**src/rtl/pulse_pkg.sv**
```systemverilog
// Shared types and constants for the pulse arbiter family.
// Imported by the picker and the top-level arbiter.
package pulse_pkg;

    localparam int N_REQ_DEF = 4;
    localparam int CW_DEF    = 16;
    localparam int WIDTH_MIN = 1;

    typedef enum logic [1:0] {
        IDLE,
        PULSE,
        GAP
    } state_t;

endpackage

```
**src/rtl/pulse_rr_pick.sv**
```systemverilog
// Combinational round-robin picker: searches last+1, last+2, ...
// modulo N_REQ and returns the first set bit of the pending vector.
module pulse_rr_pick
    import pulse_pkg::*;
#(
    parameter  int N_REQ = N_REQ_DEF,
    localparam int IW    = $clog2(N_REQ)
) (
    input  logic [N_REQ-1:0] pend,
    input  logic [IW-1:0]    last,
    output logic [IW-1:0]    win,
    output logic             valid
);

    logic [IW-1:0] idx;

    // Scan from the slot after the previous winner and keep the first hit
    always_comb begin
        win   = last;
        valid = 1'b0;
        idx   = last;
        for (int k = 1; k <= N_REQ; k++) begin
            idx = IW'((int'(last) + k) % N_REQ);
            if (!valid && pend[idx]) begin
                valid = 1'b1;
                win   = idx;
            end
        end
    end

endmodule

```
**src/rtl/pulse_arbiter.sv**
```systemverilog
// Shares one pulse output among N_REQ edge-triggered requesters,
// serving them round-robin with a programmable width and guard gap.
module pulse_arbiter
    import pulse_pkg::*;
#(
    parameter int N_REQ = N_REQ_DEF,
    parameter int CW    = CW_DEF
) (
    input  logic             clk,
    input  logic             reset_n,
    input  logic [N_REQ-1:0] req,
    input  logic [CW-1:0]    width,
    input  logic [CW-1:0]    gap,
    output logic             pulse,
    output logic [N_REQ-1:0] grant,
    output logic             done,
    output logic [N_REQ-1:0] pending,
    output logic             busy
);

    localparam int            IW       = $clog2(N_REQ);
    localparam logic [IW-1:0] LAST_RST = IW'(N_REQ - 1);
    localparam logic [CW-1:0] W_MIN    = CW'(WIDTH_MIN);
    localparam logic [CW-1:0] ONE      = CW'(1);

    state_t           state;
    state_t           state_n;
    logic [CW-1:0]    cnt;
    logic [CW-1:0]    cnt_n;
    logic [CW-1:0]    w_lat;
    logic [CW-1:0]    w_lat_n;
    logic [CW-1:0]    g_lat;
    logic [CW-1:0]    g_lat_n;
    logic [N_REQ-1:0] prev_req;
    logic [N_REQ-1:0] edge_v;
    logic [N_REQ-1:0] clr;
    logic [N_REQ-1:0] pending_n;
    logic [N_REQ-1:0] grant_n;
    logic [IW-1:0]    last;
    logic [IW-1:0]    last_n;
    logic [IW-1:0]    win;
    logic             win_vld;
    logic             take;
    logic             pulse_end;
    logic             pulse_n;
    logic             done_n;

    pulse_rr_pick #(
        .N_REQ (N_REQ)
    ) u_pick (
        .pend  (pending),
        .last  (last),
        .win   (win),
        .valid (win_vld)
    );

    // A held-high request at reset release is an edge (prev_req is 0)
    assign edge_v    = req & ~prev_req;
    assign take      = (state == IDLE) && win_vld;
    assign pulse_end = (state == PULSE) && !(cnt < w_lat);
    assign clr       = take ? (N_REQ'(1) << win) : '0;
    // Set wins over the grant clear so a same-cycle edge is kept
    assign pending_n = (pending & ~clr) | edge_v;
    assign last_n    = take ? win : last;
    assign busy      = (state != IDLE);

    // State register plus latched width/gap, counter and outputs
    always_ff @(posedge clk or negedge reset_n) begin
        if (!reset_n) begin
            state    <= IDLE;
            cnt      <= '0;
            w_lat    <= W_MIN;
            g_lat    <= '0;
            prev_req <= '0;
            pending  <= '0;
            last     <= LAST_RST;
            pulse    <= 1'b0;
            grant    <= '0;
            done     <= 1'b0;
        end else begin
            state    <= state_n;
            cnt      <= cnt_n;
            w_lat    <= w_lat_n;
            g_lat    <= g_lat_n;
            prev_req <= req;
            pending  <= pending_n;
            last     <= last_n;
            pulse    <= pulse_n;
            grant    <= grant_n;
            done     <= done_n;
        end
    end

    // Next state and counter; width/gap are frozen at grant time
    always_comb begin
        state_n = state;
        cnt_n   = cnt;
        w_lat_n = w_lat;
        g_lat_n = g_lat;
        unique case (state)
            IDLE: begin
                if (take) begin
                    state_n = PULSE;
                    cnt_n   = ONE;
                    w_lat_n = (width < W_MIN) ? W_MIN : width;
                    g_lat_n = gap;
                end
            end
            PULSE: begin
                if (cnt < w_lat) begin
                    cnt_n = cnt + ONE;
                end else if (g_lat != '0) begin
                    state_n = GAP;
                    cnt_n   = ONE;
                end else begin
                    state_n = IDLE;
                end
            end
            GAP: begin
                if (cnt < g_lat) begin
                    cnt_n = cnt + ONE;
                end else begin
                    state_n = IDLE;
                end
            end
            default: state_n = IDLE;
        endcase
    end

    // Next registered pulse, grant and done-strobe values
    always_comb begin
        pulse_n = pulse;
        grant_n = grant;
        done_n  = 1'b0;
        unique case (1'b1)
            take: begin
                pulse_n = 1'b1;
                grant_n = clr;
            end
            pulse_end: begin
                pulse_n = 1'b0;
                grant_n = '0;
                done_n  = 1'b1;
            end
            default: ;
        endcase
    end

endmodule

```
**config.mk**
```make
export PLATFORM = sky130hd
export DESIGN_NAME = pulse_arbiter
export DESIGN_NICKNAME = d
export VERILOG_FILES = /design/src/rtl/pulse_pkg.sv /design/src/rtl/pulse_rr_pick.sv /design/src/rtl/pulse_arbiter.sv
export SDC_FILE = /design/constraint.sdc
export NUM_CORES = 1
export LEC_CHECK = 0
export ABC_AREA = 1
export CAP_MARGIN = 20
export CORE_MARGIN = 1.5
export CORE_UTILIZATION = 30
export DETAILED_ROUTE_END_ITERATION = 6
export DONT_BUFFER_PORTS = 1
export SYNTH_ARGS = -nofsm -noshare
export SYNTH_HDL_FRONTEND = slang
export SYNTH_SLANG_ARGS = --single-unit
```
**constraint.sdc**
```tcl
create_clock -name clk -period 1.7 [get_ports clk]
set_input_delay 0.17 -clock clk [delete_from_list [all_inputs] [get_ports clk]]
set_output_delay 0.17 -clock clk [all_outputs]
set_load 0.02 [all_outputs]
```
==> key figures, run 1 <==
Clock network
  – CTS Sinks: 66
  – Maximum root-to-sink buffer count: 2
  – CTS tree: yes
  – Root Buffer: clkbuf_16
  – Clk Latency, worst-skew pair: roughly 0.34 ns
  – TritonCTS buffer count: 9
  – # hold bufs at CTS: 34
  – CTS HTree Levels: 3
  – Clk slew on worst S/H paths: ~0.06 ns

STA
  – Period minus WS final: approximately 1.9 ns
  – Final Cycle Share: 114%
  – Fin worst setup slack: -0.242 ns
  – Skew final: 0.00893 ns
  – Worst hold slack: -0.475 ns
  – Final hold viol count: 66
  – RSZ-0062 raised after global routing: true
  – Setup TNS: -9.23 ns
  – Max Clk Rate: just over 500 MHz
  – Slew @ Worst Pin: roughly 0.54 ns
  – Slew headroom: 64.1%
  – Pins Over Slew Limit: 0
  – Setup-failing EPs final: 62

Synth
  – Syn Area/Cell: roughly 7.5 sq um
  – Syn_nets: approximately 640
  – Synth area leaders: dfrtp_1 37%, nand2_1 16%, ha_1 10%
  – Synth Register Bits: 66
  – Seq/Total Area, Yosys: approximately 39%
  – Cell variety after synth: 37
  – Mapped Cells: approximately 570
  – Synth area leader: dfrtp_1
  – Warnings, synthesis: 0
  – Mapped Area: 4220 sq um
  – Number of flops mapped to enable cells by yosys: 0
  – Top_reg_cell synth: dfrtp_1
  – Area share of the largest cell type after synthesis: 37.4%
  – Ys async rst share: 100%

Job
  – Max-cap violation count: 0

Placement
  – GP Congestion: ~0.99
  – Placed inst area: approximately 5000 sq um
  – Dpl ws: -0.388 ns
  – Detailed placer's ending HPWL: ~8.4 mm
  – Port buffer count: 0
  – Post-placement cell count: just over 800

Detailed routing
  – Post-route DRC: 0
  – Routed Antenna Nets: 0
  – Via count: around 4.2k
  – First-pass DRT Iterations: 5
  – Drt wl/cell: roughly 14 microns
  – Via-per-instance ratio: slightly below 5
  – Routed WL: 12.4 mm
  – Initial DRC count: 187

Worst setup path
  – CP Launch Type: flop
  – Critical path required time: between 1.5 and 2 ns
  – Crit path DAT: about 2.2 ns
  – Worst setup path category: flop to flop
  – Worst-path maximum fanout: 5
  – Crit. End Element: flop

Finish
  – Syn-to-layout area delta: 48.0%
  – Antenna Diode Count: 0
  – Post-layout instance area: ~6200 sq um
  – Most frequent cells in the layout: 156 x nand2_1, 82 x buf_4, 74 x inv_1
  – Most common cell after layout, fill and taps aside: nand2_1
  – Share of cells above drive strength 1: ~30%
  – # nets final: around 760
  – Fin cells: a little under 900

Power and ir drop
  – Leak Pwr: just over 3 nW
  – Total power draw: ~10 mW
  – Worst VDD drop: roughly 0.9 mV
  – Pwr Density: about 1600 nW/um^2

Floorplan
  – Initial Util: 30.5%
  – Die Ht: 122 microns
  – Total Die Area: ~15000 sq um
  – Cell Rows: 43
  – Core box area: 13800 sq um
  – Die W: ~120 microns
  – IO Pins: a little under 50

Worst hold path
  – Min-Delay Path Class: input port to asynchronous set/reset pin

Outcome
  – Run status: finished with violations
  – Failing checks: negative hold slack, negative setup slack

Global routing
  – Total GRT Usage: 17.7%
  – Number of global-route vias before repair: 4325
  – First-pass GRT wire length: just over 20 mm
  – Largest net degree at the start of global routing: 67
  – Initial antenna violation count: 0
  – GRT Residual Overflow: 0
## metal layers
layer | track usage (%) | vias up | wire (microns)
li1 | - | 2069 | -
met1 | 21.6 | 1974 | 5090
met2 | 30.4 | 138 | 6130
met3 | 3.89 | 30 | 763
met4 | 7.21 | 0 | 411
met5 | 0 | - | 0
## worst max-delay path: stages, from the launching register on
cell     delay (ns)
dfrtp_2        0.46
ha_4           0.27
a21oi_1        0.16
o21ai_0        0.13
a21oi_2        0.12
buf_4          0.12
nand2_1        0.07
nand2_2        0.08
nand3_4        0.14
buf_6          0.17
nand2_1        0.05
o21ai_1        0.05
## power by group
group | internal [mW] | switching, mW | total, mW
registers | 2.15 | 0.316 | 2.46
clock network | 1.18 | 0.694 | 1.87
logic | 2.64 | 3.23 | 5.87
## per-stage QoR
stage | hold slack (ns) | utilization [%]
final | -0.475 | 45.2
after global routing | -0.486 | 45.2
after CTS | -0.483 | 43.5
after detailed placement | -0.123 | 36.2
after global placement | -0.123 | 36.2
after floorplan | -0.126 | -
## sequential cells by signal (all words and copies together) (netlist names)
signal and cells:
cnt 16, grant 4, prev_req 4, g_lat 16, pending 4, last 2
state 2, pulse 1, w_lat 16, done 1
## path summary, 6_finish.rpt
kind / startpoint / end / slack, ns / cells past startpoint
setup / recovery: cnt[13] / cnt[1] / -0.24 / 11
hold / removal: reset_n / pending[1] / -0.47 / 0
setup reg to reg: cnt[13] / cnt[1] / -0.24 / 11
hold reg to reg: prev_req[2] / pending[2] / 0.41 / 1
max in group asynchronous: reset_n / w_lat[0] / 1.99 / 0
min in group clk: gap[4] / g_lat[4] / 0.01 / 2
## timing repair
action	in CTS	in global routing
endpoints found under the setup margin	60	62
endpoints found under the hold margin	104	66
pin swaps	24	18
gates cloned	4	0
buffers inserted	9	2
resized for setup	63	42
## final cells by class
| cell class | count | area, sq um |
|---|---|---|
| inverters | 81 | 319 |
| multi-input cells | 400 | 2520 |
| repair buffers | 132 | 1220 |
| clock inverters | 4 | 51.3 |
| fillers | 1291 | 7580 |
| clock buffers | 12 | 246 |
| flip-flops and latches | 66 | 1660 |
| well taps | 180 | 225 |
## synthesized netlist by cell type (3+ instances only)
library cell  count
nand2_1         180
inv_1            79
dfrtp_1          63
o21ai_1          38
ha_1             35
nor2_1           33
a21oi_1          30
nand4_1          21
o21ai_0          12
nand3_1          11
clkbuf_1          6
nor3_1            6
buf_6             5
nor4_1            5
xor2_1            5
buf_2             4
xnor2_1           4
dfstp_2           3
## cells by family after synthesis
family / share of synthesized area, %
adder cells (fa/ha/maj): 10.4
XOR/XNOR: 2.25
multiplexers: 0.237
AO/OA/AOI/OAI: 11.5
buffers and inverters: 10.1
AND/OR/NAND/NOR: 26.3
flip-flops: 39.2
(Power assumes the default switching activity.)
==> inputs of run 2 (changes only) <==
- RECOVER_POWER: not set -> 100
==> run 2 against run 1 <==
  * Via count about the same
  * Cell count unchanged
  * The run still ends with negative hold slack, negative setup slack left
  * Sequential power about the same
  * Sequential share of layout area increased by 0.064 points
  * Clock skew about the same
  * Register-to-register slack about the same
  * Count of clock-buffer cells in the layout unchanged
  * Worst hold slack improved by 0.00059 ns
  * Highest routed layer unchanged
  * Setup slack improved by 0.0026 ns
  * Critical endpoint unchanged
  * Core utilization decreased by 0.11 points
==> key figures, run 2 (synthesis gave the netlist of run 1 again) <==
Global routing
  – Initial antenna violation count: 0
  – Total GRT Usage: 17.7%
  – First-pass GRT wire length: slightly above 20 mm
  – Largest net degree at the start of global routing: 67
  – GRT Residual Overflow: 0
  – Number of global-route vias before repair: 4325

STA
  – Final Cycle Share: 114%
  – Slew headroom: about 64%
  – Final hold viol count: between 60 and 70
  – Period minus WS final: ~1.9 ns
  – Slew @ Worst Pin: between 0.5 and 0.6 ns
  – Setup TNS: -9.25 ns
  – Skew final: 0.00867 ns
  – RSZ-0062 raised after global routing: true
  – Setup-failing EPs final: between 60 and 70
  – Fin worst setup slack: -0.239 ns
  – Max Clk Rate: about 520 MHz
  – Worst hold slack: -0.474 ns
  – Pins Over Slew Limit: 0

Placement
  – GP Congestion: 0.990
  – Dpl ws: -0.388 ns
  – Detailed placer's ending HPWL: around 8.4 mm
  – Port buffer count: 0
  – Post-placement cell count: 810

Outcome
  – Run status: finished with violations
  – Failing checks: negative hold slack, negative setup slack

Worst hold path
  – Min-Delay Path Class: input port to asynchronous set/reset pin

Clock network
  – # hold bufs at CTS: 34
  – TritonCTS buffer count: 9
  – Maximum root-to-sink buffer count: 2
  – CTS Sinks: 66
  – Clk Latency, worst-skew pair: approximately 0.34 ns
  – Root Buffer: clkbuf_16
  – CTS HTree Levels: 3
  – CTS tree: yes
  – Clk slew on worst S/H paths: around 0.06 ns

Power and ir drop
  – Internal power: 5.93 mW
  – Worst VDD drop: 0.921 mV
  – Comb power frac: between 50% and 60%
  – Reg power frac: 24.2%
  – Pwr Density: around 1600 nW/um^2
  – Sw frac: roughly two fifths
  – Net switching power: roughly 4.2 mW
  – Clk pwr share: about 18%
  – Leak Pwr: ~3.0 nW
  – Total power draw: 10.2 mW

Worst setup path
  – CP Cell Sequence: ha_4, a21oi_1, o21ai_0, a21oi_2, buf_4, nand2_1, nand2_2, nand3_4, buf_6, nand2_1, o21ai_1
  – Worst path max stage delay: about 0.46 ns
  – CP most frequent cell: nand2_1
  – Worst-path maximum fanout: 5
  – Crit-path slowest cell: dfrtp_2
  – R2R depth: 11
  – Crit. End Element: flop
  – CP Launch Type: flop
  – Worst r2r src: cnt[13]
  – Critical R2R Capture: cnt[1]
  – Critical path required time: 1.92 ns
  – Crit path DAT: roughly 2.2 ns
  – Worst setup path category: flop to flop
  – R2R setup slack: -0.24 ns

Finish
  – Syn-to-layout area delta: 47.7%
  – # nets final: approximately 760
  – Fin cells: between 800 and 900
  – Antenna Diode Count: 0
  – Most frequent cells in the layout: 156 x nand2_1, 78 x buf_4, 74 x inv_1
  – Most common cell after layout, fill and taps aside: nand2_1
  – Biggest regs: cnt x16, g_lat x16, w_lat x16
  – Share of cells above drive strength 1: between 20% and 30%

Detailed routing
  – Via count: around 4.2k
  – Met1 wire length: slightly above 5 mm
  – Routed WL: 12.4 mm
  – First-pass DRT Iterations: 5
  – Initial DRC count: approximately 190
  – Via-per-instance ratio: between 4 and 5
  – Post-route DRC: 0
  – Routed met3 length: just under 800 microns
  – Top Metal Used: met4
  – Routed Antenna Nets: 0
  – Metal2 WL: ~6.2 mm
  – Drt wl/cell: between 10 and 15 microns

Floorplan
  – Die Ht: 122 microns
  – Total Die Area: 14800 sq um
  – Core box area: 13800 sq um
  – Cell Rows: between 40 and 50
  – IO Pins: 49
  – Die W: between 100 and 150 microns
  – Initial Util: 30.5%

Job
  – Max-cap violation count: 0
run 2: final cells by class:
cell class / instances / area (sq um)
sequential: 66 / 1660
clock buffer: 12 / 246
inverter: 81 / 319
multi-input combinational: 400 / 2520
fill: 1295 / 7600
clock inverter: 4 / 51.3
tap: 180 / 225
timing repair buffer: 132 / 1200
run 2: worst max path at each step:
| stage | start | endpoint | cells past startpoint |
|---|---|---|---|
| floorplan | cnt[5] | cnt[9] | 12 |
| global placement | w_lat[5] | cnt[0] | 13 |
| detailed placement | w_lat[5] | cnt[3] | 13 |
| CTS | cnt[7] | cnt[0] | 12 |
| global route | cnt[5] | cnt[7] | 12 |
| finish | cnt[13] | cnt[1] | 11 |
run 2: repair_timing:
action / 4_1_cts / 5_1_grt
gates cloned: 4 / 0
endpoints found under the hold margin: 104 / 66
setup endpoints to repair: 60 / 62
pin swaps: 24 / 18
resized for setup: 63 / 42
buffers inserted: 9 / 2
run 2: metrics by stage:
stage / area, sq um / util (%)
floorplan: 4270 / -
global placement: 5010 / 36.2
detailed placement: 5010 / 36.2
CTS: 6020 / 43.5
global route: 6230 / 45.0
finish: 6230 / 45.0
run 2: power groups by stage:
stage	Combinational (mW)	Clock [mW]	Sequential [mW]
finish	5.84	1.87	2.46
global placement	4.46	0	2.45
CTS	5.58	1.90	2.46
detailed placement	4.59	0	2.47
floorplan	3.08	0	2.43
global route	6.45	1.97	2.53
run 2: layer usage:
layer	GRT usage (%)	vias to the layer above
met4	7.21	0
met5	0	-
met1	21.6	1985
met2	30.4	134
li1	-	2069
met3	3.89	26
run 2: worst max-delay path, delay by kind of cell (launching register included):
kind	cells	cell delay, ns
compound gates	4	0.46
simple gates	4	0.34
fa+ha+maj	1	0.27
buf+inv	2	0.29
flops	1	0.46
==> inputs of run 3 (changes only) <==
- HOLD_SLACK_MARGIN: not set -> 0.12
==> run 3 against run 2 <==
  * The flow still finishes with violations (negative hold slack, negative setup slack)
  * First-iteration DRC count shrank 12%
  * Clock skew is essentially flat
  * Sequential share of layout area shrank 0.080 points
  * Count of clock-buffer cells in the layout is the same
  * Setup slack lost 0.039 ns
  * Global-route usage grew 0.16 points
  * Critical endpoint is now cnt[11]
==> key figures, run 3 (synthesis gave the netlist of run 1 again) <==
Worst setup path
  – CP Cell Sequence: ha_1, nand2_1, inv_1, nand3_2, inv_1, a21oi_2, buf_4, nand2_1, nand2_2, nand3_4, inv_4, nand2_1, nand2_1
  – Crit path DAT: approximately 2.3 ns
  – Worst-path maximum fanout: 12
  – Worst r2r src: cnt[14]
  – Critical path required time: ~2.0 ns
  – R2R depth: 13
  – Worst path max stage delay: slightly above 0.4 ns
  – Crit-path slowest cell: dfrtp_1
  – R2R setup slack: -0.28 ns
  – Crit. End Element: flop
  – End of the critical path: cnt[11]
  – Setup crit start: cnt[14]
  – Critical R2R Capture: cnt[11]
  – Critical path buffers and inverters: 4
  – CP Launch Type: flop
  – Worst setup path category: flop to flop
  – CP most frequent cell: nand2_1
  – Total stage count of the critical path: 13
  – Critical path's top delay family: simple AND/OR/NAND/NOR gates

Floorplan
  – IO Pins: just under 50
  – Die Ht: around 120 microns
  – Total Die Area: roughly 15000 sq um
  – Die W: between 100 and 150 microns
  – Initial Util: between 30% and 40%
  – Cell Rows: 43
  – Core box area: approximately 14000 sq um

Outcome
  – Failing checks: negative hold slack, negative setup slack
  – Run status: finished with violations

Global routing
  – GRT Residual Overflow: 0
  – First-pass GRT wire length: 20.7 mm
  – Initial antenna violation count: 0
  – Number of global-route vias before repair: about 4.3k
  – Total GRT Usage: 17.9%
  – Largest net degree at the start of global routing: 67

Detailed routing
  – Drt wl/cell: ~14 microns
  – Post-route DRC: 0
  – Initial DRC count: about 170
  – Routed WL: 12.6 mm
  – Via count: between 4k and 5k
  – First-pass DRT Iterations: 5
  – Routed Antenna Nets: 0
  – Via-per-instance ratio: about 4.8

Finish
  – Biggest regs: cnt x16, g_lat x16, w_lat x16
  – Syn-to-layout area delta: 48.1%
  – Most frequent cells in the layout: 156 x nand2_1, 78 x buf_4, 74 x inv_1
  – Antenna Diode Count: 0
  – Most common cell after layout, fill and taps aside: nand2_1
  – Filler instances: approximately 1.3k
  – # nets final: around 770
  – Final core occ: between 40% and 50%
  – Share of cells above drive strength 1: slightly below 30%

Placement
  – Port buffer count: 0
  – Dpl ws: -0.388 ns
  – GP Congestion: slightly below 1
  – Detailed placer's ending HPWL: between 8 and 9 mm

STA
  – Max Clk Rate: approximately 510 MHz
  – Final Cycle Share: 116%
  – Period minus WS final: approximately 2 ns
  – Setup TNS: -9.47 ns
  – Setup-failing EPs final: between 60 and 70
  – Pins Over Slew Limit: 0
  – Skew final: between 0.009 and 0.01 ns
  – Slew headroom: roughly 64%
  – Final hold viol count: 66
  – Worst hold slack: -0.471 ns
  – RSZ-0062 raised after global routing: true
  – Slew @ Worst Pin: 0.540 ns
  – Fin worst setup slack: -0.278 ns

Power and ir drop
  – Pwr Density: about 1600 nW/um^2
  – Worst VDD drop: 0.920 mV
  – Leak Pwr: around 3.0 nW
  – Total power draw: ~10 mW

Clock network
  – Maximum root-to-sink buffer count: 2
  – CTS tree: yes
  – CTS Sinks: 66
  – TritonCTS buffer count: 9
  – Clk slew on worst S/H paths: ~0.060 ns
  – Root Buffer: clkbuf_16
  – # hold bufs at CTS: 36
  – Clk Latency, worst-skew pair: around 0.34 ns
  – CTS HTree Levels: 3

Worst hold path
  – Min-Delay Path Class: input port to asynchronous set/reset pin

Job
  – Max-cap violation count: 0
## run 3: cell types whose count changed in the layout (fill, tap and decap cells not counted), sizes merged
cell	change
dlygate4sd3	+2
## run 3: per-layer routing
metal  wire, microns  vias to the layer above  global-route usage [%]
li1                -                     2079                       -
met1            5230                     1984                    21.8
met2            6330                      137                    31.0
met3             653                       31                    3.89
met4             420                        0                    6.76
met5               0                        -                       0
## run 3: through the flow
| stage | instance area (sq um) | hold WS (ns) | instances |
|---|---|---|---|
| 2_1_floorplan | 4270 | -0.126 | 565 |
| 3_3_place_gp | 5010 | -0.123 | 810 |
| 3_5_place_dp | 5010 | -0.123 | 810 |
| 4_1_cts | 6040 | -0.483 | 875 |
| 5_1_grt | 6250 | -0.486 | 877 |
| 6_report | 6250 | -0.471 | 877 |
## run 3: how the worst min path moves through the flow
| stage | startpoint | cells after the start | slack (ns) | endpoint |
|---|---|---|---|---|
| 5_1_grt | reset_n | 0 | -0.49 | prev_req[1] |
| 3_3_place_gp | reset_n | 0 | -0.12 | prev_req[1] |
| 2_1_floorplan | reset_n | 0 | -0.13 | cnt[0] |
| 3_5_place_dp | reset_n | 0 | -0.12 | pending[1] |
| 4_1_cts | reset_n | 0 | -0.48 | pending[1] |
| 6_report | reset_n | 0 | -0.47 | pending[1] |
## run 3: what timing repair did
action | 4_1_cts | 5_1_grt
setup endpoints to repair | 60 | 62
setup buffers | 9 | 2
gates resized for setup | 63 | 42
endpoints found under the hold margin | 106 | 66
pin swaps | 24 | 18
cloned | 4 | 0
## run 3: power by group
group	switching, mW	leakage (nW)	internal [mW]
Combinational	3.23	2.09	2.62
Clock	0.689	0.143	1.18
Sequential	0.315	0.807	2.15
Total	4.24	3.04	5.94
## run 3: area by class of cell
type                       count  area, sq um  share of cell area [%]
multi-input combinational    400         2520                    40.4
sequential                    66         1660                    26.6
timing repair buffer         134         1220                    19.5
inverter                      81          319                    5.11
clock buffer                  12          246                    3.95
tap                          180          225                    3.61
clock inverter                 4         51.3                   0.821
